**src/rtl/bcd_pkg.sv**
```systemverilog
// bcd_pkg: definitions shared by the BCD-to-binary converter.
//   state_t    - controller states (IDLE / SHIFT / DONE)
//   DIG_W      - width of one BCD digit
//   CORR_THR   - a digit at or above this value is corrected after a shift
//   CORR_SUB   - amount subtracted from a digit that needs correcting
//   DIG_MAX    - largest legal BCD digit value
//   min_w_bin  - smallest binary width able to hold any N_DIG-digit decimal value
package bcd_pkg;

  typedef enum logic [1:0] {
    IDLE  = 2'd0,
    SHIFT = 2'd1,
    DONE  = 2'd2
  } state_t;

  localparam int DIG_W    = 4;
  localparam int CORR_THR = 8;
  localparam int CORR_SUB = 3;
  localparam int DIG_MAX  = 9;

  // ceil(log2(10^n_dig)): bits needed for the value 10^n_dig - 1
  function automatic int min_w_bin(input int n_dig);
    longint p = 1;
    int     w = 0;
    for (int i = 0; i < n_dig; i++) p = p * 10;
    while ((longint'(1) << w) < p) w++;
    return w;
  endfunction

endpackage

```
**src/rtl/bcd_bin_if.sv**
```systemverilog
// bcd_bin_if: request/result bundle of the BCD-to-binary converter.
//   start   - conversion request (master -> slave)
//   bcd_in  - packed BCD operand, units digit in [3:0] (master -> slave)
//   busy    - conversion in progress (slave -> master)
//   done    - one-cycle result-valid pulse (slave -> master)
//   binario - converted value (slave -> master)
//   ovf     - result does not fit the datapath width (slave -> master)
//   err     - invalid BCD digit seen (slave -> master)
// The slave modport is the converter; the master is the requester.
interface bcd_bin_if
  import bcd_pkg::*;
#(
  parameter int N_DIG = 3,
  parameter int W_BIN = 10
);
  logic                     start;
  logic [DIG_W*N_DIG-1:0]   bcd_in;
  logic                     busy;
  logic                     done;
  logic [W_BIN-1:0]         binario;
  logic                     ovf;
  logic                     err;

  modport master (output start, bcd_in,
                  input  busy, done, binario, ovf, err);
  modport slave  (input  start, bcd_in,
                  output busy, done, binario, ovf, err);
endinterface

```
**src/rtl/bcd_corr_digit.sv**
```systemverilog
// bcd_corr_digit: per-digit correction of reverse double dabble.
// After the right shift a digit that held an odd-weighted tens carry reads
// 8 or more; subtracting 3 restores a valid BCD digit (halving 10 gives 5,
// but the shift deposited 8).
//   i_dig - shifted digit
//   o_dig - corrected digit
module bcd_corr_digit
  import bcd_pkg::*;
(
  input  logic [DIG_W-1:0] i_dig,
  output logic [DIG_W-1:0] o_dig
);
  assign o_dig = (i_dig >= DIG_W'(CORR_THR)) ? (i_dig - DIG_W'(CORR_SUB)) : i_dig;
endmodule

```
**src/rtl/bcd_bin.sv**
```systemverilog
// bcd_bin: sequential BCD-to-binary converter (reverse double dabble),
// one shift-and-correct iteration per clock, W_BIN iterations per operand.
//   clk   - system clock, rising edge
//   rst_n - synchronous reset, active low
//   bus   - bcd_bin_if.slave: start/bcd_in in; busy/done/binario/ovf/err out
// Parameters: N_DIG digits, W_BIN result width / iteration count,
// W_DATA datapath width used as the overflow threshold.
// Optional build macro BCD_DIGIT_CHK_EN: reject operands holding a digit
// above 9 (err=1, binario=0) one cycle after start instead of converting.
module bcd_bin
  import bcd_pkg::*;
#(
  parameter int N_DIG  = 3,
  parameter int W_BIN  = 10,
  parameter int W_DATA = 8
)(
  input  logic     clk,
  input  logic     rst_n,
  bcd_bin_if.slave bus
);
  localparam int W_DIGS = DIG_W * N_DIG;
  localparam int CW     = $clog2(W_BIN + 1);

  state_t           r_state;
  logic [W_DIGS-1:0] r_dig;
  logic [W_BIN-1:0]  r_bin;
  logic [CW-1:0]     r_cnt;
  logic              r_busy;
  logic              r_done;
  logic [W_BIN-1:0]  r_binario;
  logic              r_ovf;
  logic              r_err;

  logic [W_DIGS-1:0] w_dig_sh;
  logic [W_DIGS-1:0] w_dig_nxt;
  logic [W_BIN-1:0]  w_bin_nxt;
  logic              w_last;
  logic              w_ovf;

  // Digit 0's LSB drops into the bin MSB; a zero enters the top digit.
  assign {w_dig_sh, w_bin_nxt} = {r_dig, r_bin} >> 1;

  for (genvar g = 0; g < N_DIG; g++) begin : g_corr
    bcd_corr_digit u_corr (
      .i_dig (w_dig_sh [g*DIG_W +: DIG_W]),
      .o_dig (w_dig_nxt[g*DIG_W +: DIG_W])
    );
  end

`ifdef BCD_DIGIT_CHK_EN
  logic [N_DIG-1:0] w_bad;
  for (genvar g = 0; g < N_DIG; g++) begin : g_chk
    assign w_bad[g] = r_dig[g*DIG_W +: DIG_W] > DIG_W'(DIG_MAX);
  end
`endif

  assign w_last = (r_cnt == CW'(W_BIN - 1));
  assign w_ovf  = (64'(w_bin_nxt) >> W_DATA) != 64'd0;

  always_ff @(posedge clk) begin
    if (!rst_n) begin
      r_state   <= IDLE;
      r_dig     <= '0;
      r_bin     <= '0;
      r_cnt     <= '0;
      r_busy    <= 1'b0;
      r_done    <= 1'b0;
      r_binario <= '0;
      r_ovf     <= 1'b0;
      r_err     <= 1'b0;
    end else begin
      case (r_state)
        // DONE accepts a new start just like IDLE, so conversions can
        // run back to back with only the done cycle between them.
        IDLE, DONE: begin
          r_done <= 1'b0;
          if (bus.start) begin
            r_dig   <= bus.bcd_in;
            r_bin   <= '0;
            r_cnt   <= '0;
            r_busy  <= 1'b1;
            r_state <= SHIFT;
          end else begin
            r_state <= IDLE;
          end
        end
        SHIFT: begin
`ifdef BCD_DIGIT_CHK_EN
          // r_dig still holds the raw operand before the first iteration.
          if (r_cnt == '0 && |w_bad) begin
            r_binario <= '0;
            r_ovf     <= 1'b0;
            r_err     <= 1'b1;
            r_busy    <= 1'b0;
            r_done    <= 1'b1;
            r_state   <= DONE;
          end else
`endif
          begin
            r_dig <= w_dig_nxt;
            r_bin <= w_bin_nxt;
            r_cnt <= r_cnt + CW'(1);
            if (w_last) begin
              r_binario <= w_bin_nxt;
              r_ovf     <= w_ovf;
              r_err     <= 1'b0;
              r_busy    <= 1'b0;
              r_done    <= 1'b1;
              r_state   <= DONE;
            end
          end
        end
        default: r_state <= IDLE;
      endcase
    end
  end

  assign bus.busy    = r_busy;
  assign bus.done    = r_done;
  assign bus.binario = r_binario;
  assign bus.ovf     = r_ovf;
  assign bus.err     = r_err;

endmodule

```
**src/flat_wrapper.sv**
```systemverilog
// flat-port wrapper written by rule: the top's interface ports become plain ports
module bcd_bin_flat import bcd_pkg::*;
#(
  parameter int N_DIG  = 3,
  parameter int W_BIN  = 10,
  parameter int W_DATA = 8
)
  (clk, rst_n, bus_start, bus_bcd_in, bus_busy, bus_done, bus_binario, bus_ovf, bus_err);
  bcd_bin_if #(.N_DIG(N_DIG), .W_BIN(W_BIN)) bus_i ();
  input  logic clk;
  input  logic rst_n;
  input wire logic [$bits(bus_i.start)-1:0] bus_start;
  input wire logic [$bits(bus_i.bcd_in)-1:0] bus_bcd_in;
  output wire logic [$bits(bus_i.busy)-1:0] bus_busy;
  output wire logic [$bits(bus_i.done)-1:0] bus_done;
  output wire logic [$bits(bus_i.binario)-1:0] bus_binario;
  output wire logic [$bits(bus_i.ovf)-1:0] bus_ovf;
  output wire logic [$bits(bus_i.err)-1:0] bus_err;
  assign bus_i.start = bus_start;
  assign bus_i.bcd_in = bus_bcd_in;
  assign bus_busy = bus_i.busy;
  assign bus_done = bus_i.done;
  assign bus_binario = bus_i.binario;
  assign bus_ovf = bus_i.ovf;
  assign bus_err = bus_i.err;
  bcd_bin #(.N_DIG(N_DIG), .W_BIN(W_BIN), .W_DATA(W_DATA)) u_core (.clk(clk), .rst_n(rst_n), .bus(bus_i));
endmodule
```
**config.mk**
```make
export PLATFORM = sky130hd
export DESIGN_NAME = bcd_bin_flat
export DESIGN_NICKNAME = d
export VERILOG_FILES = /design/src/rtl/bcd_pkg.sv /design/src/rtl/bcd_bin_if.sv /design/src/rtl/bcd_corr_digit.sv /design/src/rtl/bcd_bin.sv /design/src/flat_wrapper.sv
export SDC_FILE = /design/constraint.sdc
export NUM_CORES = 1
export LEC_CHECK = 0
export CAP_MARGIN = 20
export CORE_MARGIN = 5
export CORE_UTILIZATION = 50
export CTS_CLUSTER_DIAMETER = 150
export DETAILED_ROUTE_END_ITERATION = 10
export DONT_BUFFER_PORTS = 1
export SLEW_MARGIN = 0
export SYNTH_ARGS = -nofsm -noshare
export SYNTH_HDL_FRONTEND = slang
export SYNTH_SLANG_ARGS = --single-unit
```
**constraint.sdc**
```tcl
create_clock -name clk -period 2.35 [get_ports clk]
set_input_delay 0.5875 -clock clk [delete_from_list [all_inputs] [get_ports clk]]
set_output_delay 0.5875 -clock clk [all_outputs]
set_load 0.1 [all_outputs]
```
==> results of run 1 <==
-- sequential cells by signal, summed over array words and instances (netlist names) --
register	cells
u_core.r_cnt	4
u_core.bus.binario	10
u_core.r_dig	12
u_core.r_bin	9
u_core.bus.busy	1
u_core.r_state	2
u_core.bus.ovf	1
u_core.bus.done	1
-- power breakdown --
| group | leakage [µW] | switching (µW) | internal (µW) |
|---|---|---|---|
| logic | 0.000395 | 85.3 | 52.4 |
| registers | 0.000325 | 27.6 | 701 |
| clock network | 0.0000541 | 236 | 314 |
-- final cells by class --
cell class	count	area (µm²)
well taps	48	60.1
clock inverters	3	42.5
flip-flops and latches	40	801
clock buffers	5	68.8
fillers	358	1560
inverters	6	22.5
repair buffers	16	120
multi-input cells	147	927
-- cells in the final DEF (no fill, tap or decap), types with 2 or more instances in the layout --
cell type / count
nor2b_1: 4
mux2_2: 2
a21oi_1: 3
nand3_1: 18
a22oi_1: 5
o211ai_1: 2
o2bb2ai_1: 2
xor2_1: 2
clkbuf_8: 5
mux2i_1: 13
xnor2_1: 2
nand2_1: 38
a21o_1: 2
buf_4: 16
ha_1: 6
nor3_1: 5
dfxtp_1: 40
o21ai_0: 8
a21boi_1: 2
or3_1: 2
nor2_1: 3
inv_1: 6
a21boi_0: 15
o21a_1: 2
a31oi_1: 2
-- path summary, 6_finish.rpt --
| check | endpoint | cells after the start |
|---|---|---|
| worst max-delay path | u_core.r_dig[10]$_SDFFE_PN0P_ | 4 |
| worst min register to register | u_core.bus.binario[0]$_SDFFE_PN0P_ | 2 |
| worst min-delay path | u_core.r_dig[2]$_SDFFE_PN0P_ | 1 |
| worst max register to register | u_core.r_dig[10]$_SDFFE_PN0P_ | 4 |
-- through the flow --
| step | total power [µW] | cells | worst slack [ps] | instance area, µm² | hold slack [ps] |
|---|---|---|---|---|---|
| after global routing | 1490 | 265 | 493 | 2040 | 416 |
| after CTS | 1420 | 265 | 654 | 2040 | 415 |
| after global placement | 873 | 257 | 734 | 1930 | 444 |
| final | 1420 | 265 | 692 | 2040 | 421 |
| after detailed placement | 883 | 257 | 681 | 1930 | 450 |
| after floorplan | 870 | 209 | 838 | 1840 | 438 |
-- cells by family after synthesis --
family                     count (synthesis)  share of synthesized area [%]
other                                      1                          0.204
buffers and inverters                     22                           6.05
DFF                                       40                           43.5
muxes                                     15                           8.30
AOI/OAI and AO/OA                         44                           16.6
xor gates and xnor gates                   4                           1.91
and+or+nand+nor                           77                           19.3
adders and majority gates                  6                           4.08
-- metal layers --
layer / vias up / track usage [%] / routed length (µm)
met2: 34 / 23.4 / 1690
met1: 680 / 21.7 / 1750
met3: 2 / 5.40 / 235
met4: 0 / 2.09 / 6
li1: 721 / - / -
met5: - / 0 / 0
==> impl_results.md, run 1 <==
- Post-DRT Antenna Nets: 0
- Yosys reg bits: 40
- Max Cap Viol: 0
- Hold_sp: rst_n
- CTS root buf: clkbuf_8
- Syn. warnings: 0
- Type of the worst setup path: reg -> reg
- Die extent in x: 70.7 µm
- Max Root-Sink Buffers: 2
- Finished Core Util: 56.6%
- Tcrit/Tclk final: 70.6%
- Setup_tns: 0 ps
- Fmax achieved: 603 MHz
- Overflow after GRT: 0
- I/O pin count: 29
- Outcome: finished clean
- CTS tree: yes
- Cell area after synthesis: 0.00184 mm²
- R2r setup slk: 690 ps
- Largest stage delay, worst path: 510 ps
- Slowest CP cell: nor2b_1
- Vias in the first global route: 1345
- H-Tree Depth: 2
- Mapped Cells: 209
- Startpoint Class: flop
- Reg2reg start: u_core.r_state[0]$_SDFFE_PN0N_
- CP cell instances: nor2b_1 > buf_4 > a22oi_1 > a21boi_0
- Drt wl/cell: 13.9 µm
- Slew Limit Headroom: 61.2%
- Avg Inst Size Synth: 8.80 µm²
- Worst setup startpoint: u_core.r_state[0]$_SDFFE_PN0N_
- Clock Latency Late Sink: 280 ps
- Clock sinks: 40
- Synth-to-layout area growth: 11.0%
- Crit path time final: 1660 ps
- Leakage: 0.000774 µW
- Via Count: 1437
- Arrival time worst endpoint: 1860 ps
- Pin count of the biggest net entering global routing: 54
- Avg Vias per Cell: 5.42
- Antenna violations before repair: 0
- Most frequent cells after synthesis: dfxtp_1, nand2_1, nand3_1
- Synth cell types: 36
- Post-synth top area share: 43.5%
- CTS Hold Bufs: 0
- Total die area: 0.00499 mm²
- Hold Path Class: in -> reg
- First-pass GRT wire length: 6.44 mm
- Post-DP HPWL: 2.56 mm
- TritonCTS Buffers: 5
- Top Family by Delay on Critical Path: simple AND/OR/NAND/NOR gates
- Total wire length: 3.68 mm
- Slew Viols, Final: 0
- Power Density: 694 mW/mm²
- Sequential area share after synthesis: 43.5%
- Main synth FF type: dfxtp_1
- RSZ-0062 raised after global routing: no
- Worst-path clk slew: 80 ps
- Worst Path Max Fanout: 13
- Top post-synthesis cells by area: dfxtp_1, nand2_1, mux2i_1
- Postcts setup bufs: 0
- Layout cells sized above 1: 12.9%
- Final setup viols: 0
- Initial Utilization: 51.0%
- Nets: 237
- Fin. Hold Viols: 0
- Number of flops mapped to enable cells by yosys: 0
- Row count: 22
- Most frequent cell after synthesis: dfxtp_1
- FFs w/ async S/R, synth: 0%
- Die height: 70.7 µm
- I/O Buffers: 0
- Worst slew pin tran: 583 ps
- Clk_skew: 7.66 ps
- Post-cts resize count: 0
- Antenna cell count: 0
- Buf+Inv Stages, Crit Path: 1
- 1st-iter DRT viols: 95
- Syn Nets: 230
- Maximum VDD drop: 0.000475 V
- Endpoint class of the critical path: flop
- All-Layer GR Usage: 15.4%
- WP data required: 2560 ps
- Area of the core: 0.00361 mm²
- Number of remaining DRC errors: 0
- 1st-pass router iterations: 4
- Leading area contributor after synthesis: dfxtp_1
- GPL Wtd Cong: 0.765
(Power assumes the default switching activity.)
==> inputs of run 2 (changes only) <==
Clock period 2.35 ns to 1.7 ns, I/O delays scaled along.
==> impl_results.md, run 2 (synthesis gave the netlist of run 1 again) <==
- Tcrit/Tclk final: 80.7%
- Layout cells sized above 1: 14.1%
- Maximum VDD drop: 0.000488 V
- Endpoint class of the critical path: flop
- Most common cell after layout, fill and taps aside: dfxtp_1
- Fmax achieved: 729 MHz
- Hold Path Depth: 2
- Power Density: 952 mW/mm²
- Clock Latency Late Sink: 290 ps
- Crit path time final: 1370 ps
- Worst Reg2Reg Path Length in Cells: 5
- I/O pin count: 29
- CTS Hold Bufs: 0
- Outcome: finished clean
- Avg Vias per Cell: 5.30
- Antenna violations before repair: 0
- Postcts setup bufs: 0
- Max Root-Sink Buffers: 2
- Worst Path Max Fanout: 6
- Arrival time worst endpoint: 1550 ps
- Worst-path clk slew: 80 ps
- FF/Latch Area: 801 µm²
- Type of the worst setup path: reg -> reg
- Finished Core Util: 57.3%
- RSZ-0062 raised after global routing: no
- Vias in the first global route: 1296
- Row count: 22
- Cells after DPL: 260
- WP data required: 1880 ps
- Via Count: 1421
- Hold EP: u_core.bus.busy$_SDFFE_PN0P_
- Area of the core: 0.00361 mm²
- Total wire length: 3.54 mm
- I/O Buffers: 0
- Cell Count, Final, Fillers Out: 268
- Post-DRT Antenna Nets: 0
- Startpoint Class: flop
- Hold_sp: rst_n
- Setup_tns: 0 ps
- Multi-input logic area: 927 µm²
- Max Cap Viol: 0
- Critical R2R Capture: u_core.r_dig[5]$_SDFFE_PN0P_
- 1st-iter DRT viols: 108
- CTS root buf: clkbuf_8
- H-Tree Depth: 2
- Reg2reg start: u_core.r_dig[6]$_SDFFE_PN0P_
- All-Layer GR Usage: 15.3%
- Slew Viols, Final: 0
- Post-DP HPWL: 2.57 mm
- Most frequent cells in the layout: dfxtp_1, nand2_1, buf_4
- Hold Path Class: in -> reg
- First-pass GRT wire length: 6.16 mm
- Layout filler cell count: 348
- Overflow after GRT: 0
- TritonCTS Buffers: 5
- Clk_skew: 5.70 ps
- Tot Pwr: 1960 µW
- Synth-to-layout area growth: 12.2%
- Final setup viols: 0
- 1st-pass router iterations: 5
- Total die area: 0.00499 mm²
- Nets: 240
- R2r setup slk: 330 ps
- Die extent in x: 70.7 µm
- CTS tree: yes
- Clock sinks: 40
- Die height: 70.7 µm
- Antenna cell count: 0
- Number of flip-flops in the largest register: 12
- Largest reg by FF count: u_core.r_dig
- Initial Utilization: 51.0%
- Post-cts resize count: 0
- Leakage: 0.000788 µW
- GPL Wtd Cong: 0.688
- Fin. Hold Viols: 0
- Drt wl/cell: 13.2 µm
- Number of remaining DRC errors: 0
- Pin count of the biggest net entering global routing: 54
run 2: cell count changes in the layout (fill, tap and decap cells not counted):
cell	previous run	this run
buf_4	16	19
run 2: final cells by class:
class,instances,share of cell area [%]
sequential,40,38.8
timing repair buffer,19,6.91
tap,48,2.91
clock inverter,3,2.06
inverter,6,1.09
multi-input combinational,147,44.9
clock buffer,5,3.33
run 2: power breakdown:
part,internal (µW),switching (µW)
logic,79.4,116
clock network,434,327
registers,970,38.7
run 2: worst max-delay path by stage:
stage / depth (start not counted) / endpoint / slack [ps] / from
finish: 5 / u_core.r_dig[5]$_SDFFE_PN0P_ / 330 / u_core.r_dig[6]$_SDFFE_PN0P_
detailed placement: 5 / u_core.r_dig[5]$_SDFFE_PN0P_ / 350 / u_core.r_dig[6]$_SDFFE_PN0P_
global placement: 5 / u_core.r_dig[5]$_SDFFE_PN0P_ / 380 / u_core.r_dig[6]$_SDFFE_PN0P_
global route: 3 / u_core.r_dig[9]$_SDFFE_PN0P_ / 180 / u_core.r_state[0]$_SDFFE_PN0N_
floorplan: 0 / bus_done / 350 / u_core.bus.done$_SDFFE_PN0P_
CTS: 1 / bus_ovf / 330 / u_core.bus.ovf$_SDFFE_PN0P_
run 2: layer usage:
layer	routed length, µm	up-vias	global-route usage, %
met1	1660	659	21.0
met3	203	6	4.55
met4	63	0	6.26
li1	-	725	-
met5	0	-	0
met2	1610	31	22.5
run 2: metrics by stage:
stage,instance area [µm²],hold WS [ps],worst slack (ps)
after global routing,2060,248,178
after global placement,1950,444,382
after CTS,2060,244,328
final,2060,253,327
after floorplan,1840,438,350
after detailed placement,1950,455,349
run 2: worst max-delay path, stage by stage (launching register included):
cell and delay [ps]:
dfxtp_1 460, inv_1 80, ha_1 260, mux2_2 250
o21ai_0 140, a31oi_1 50
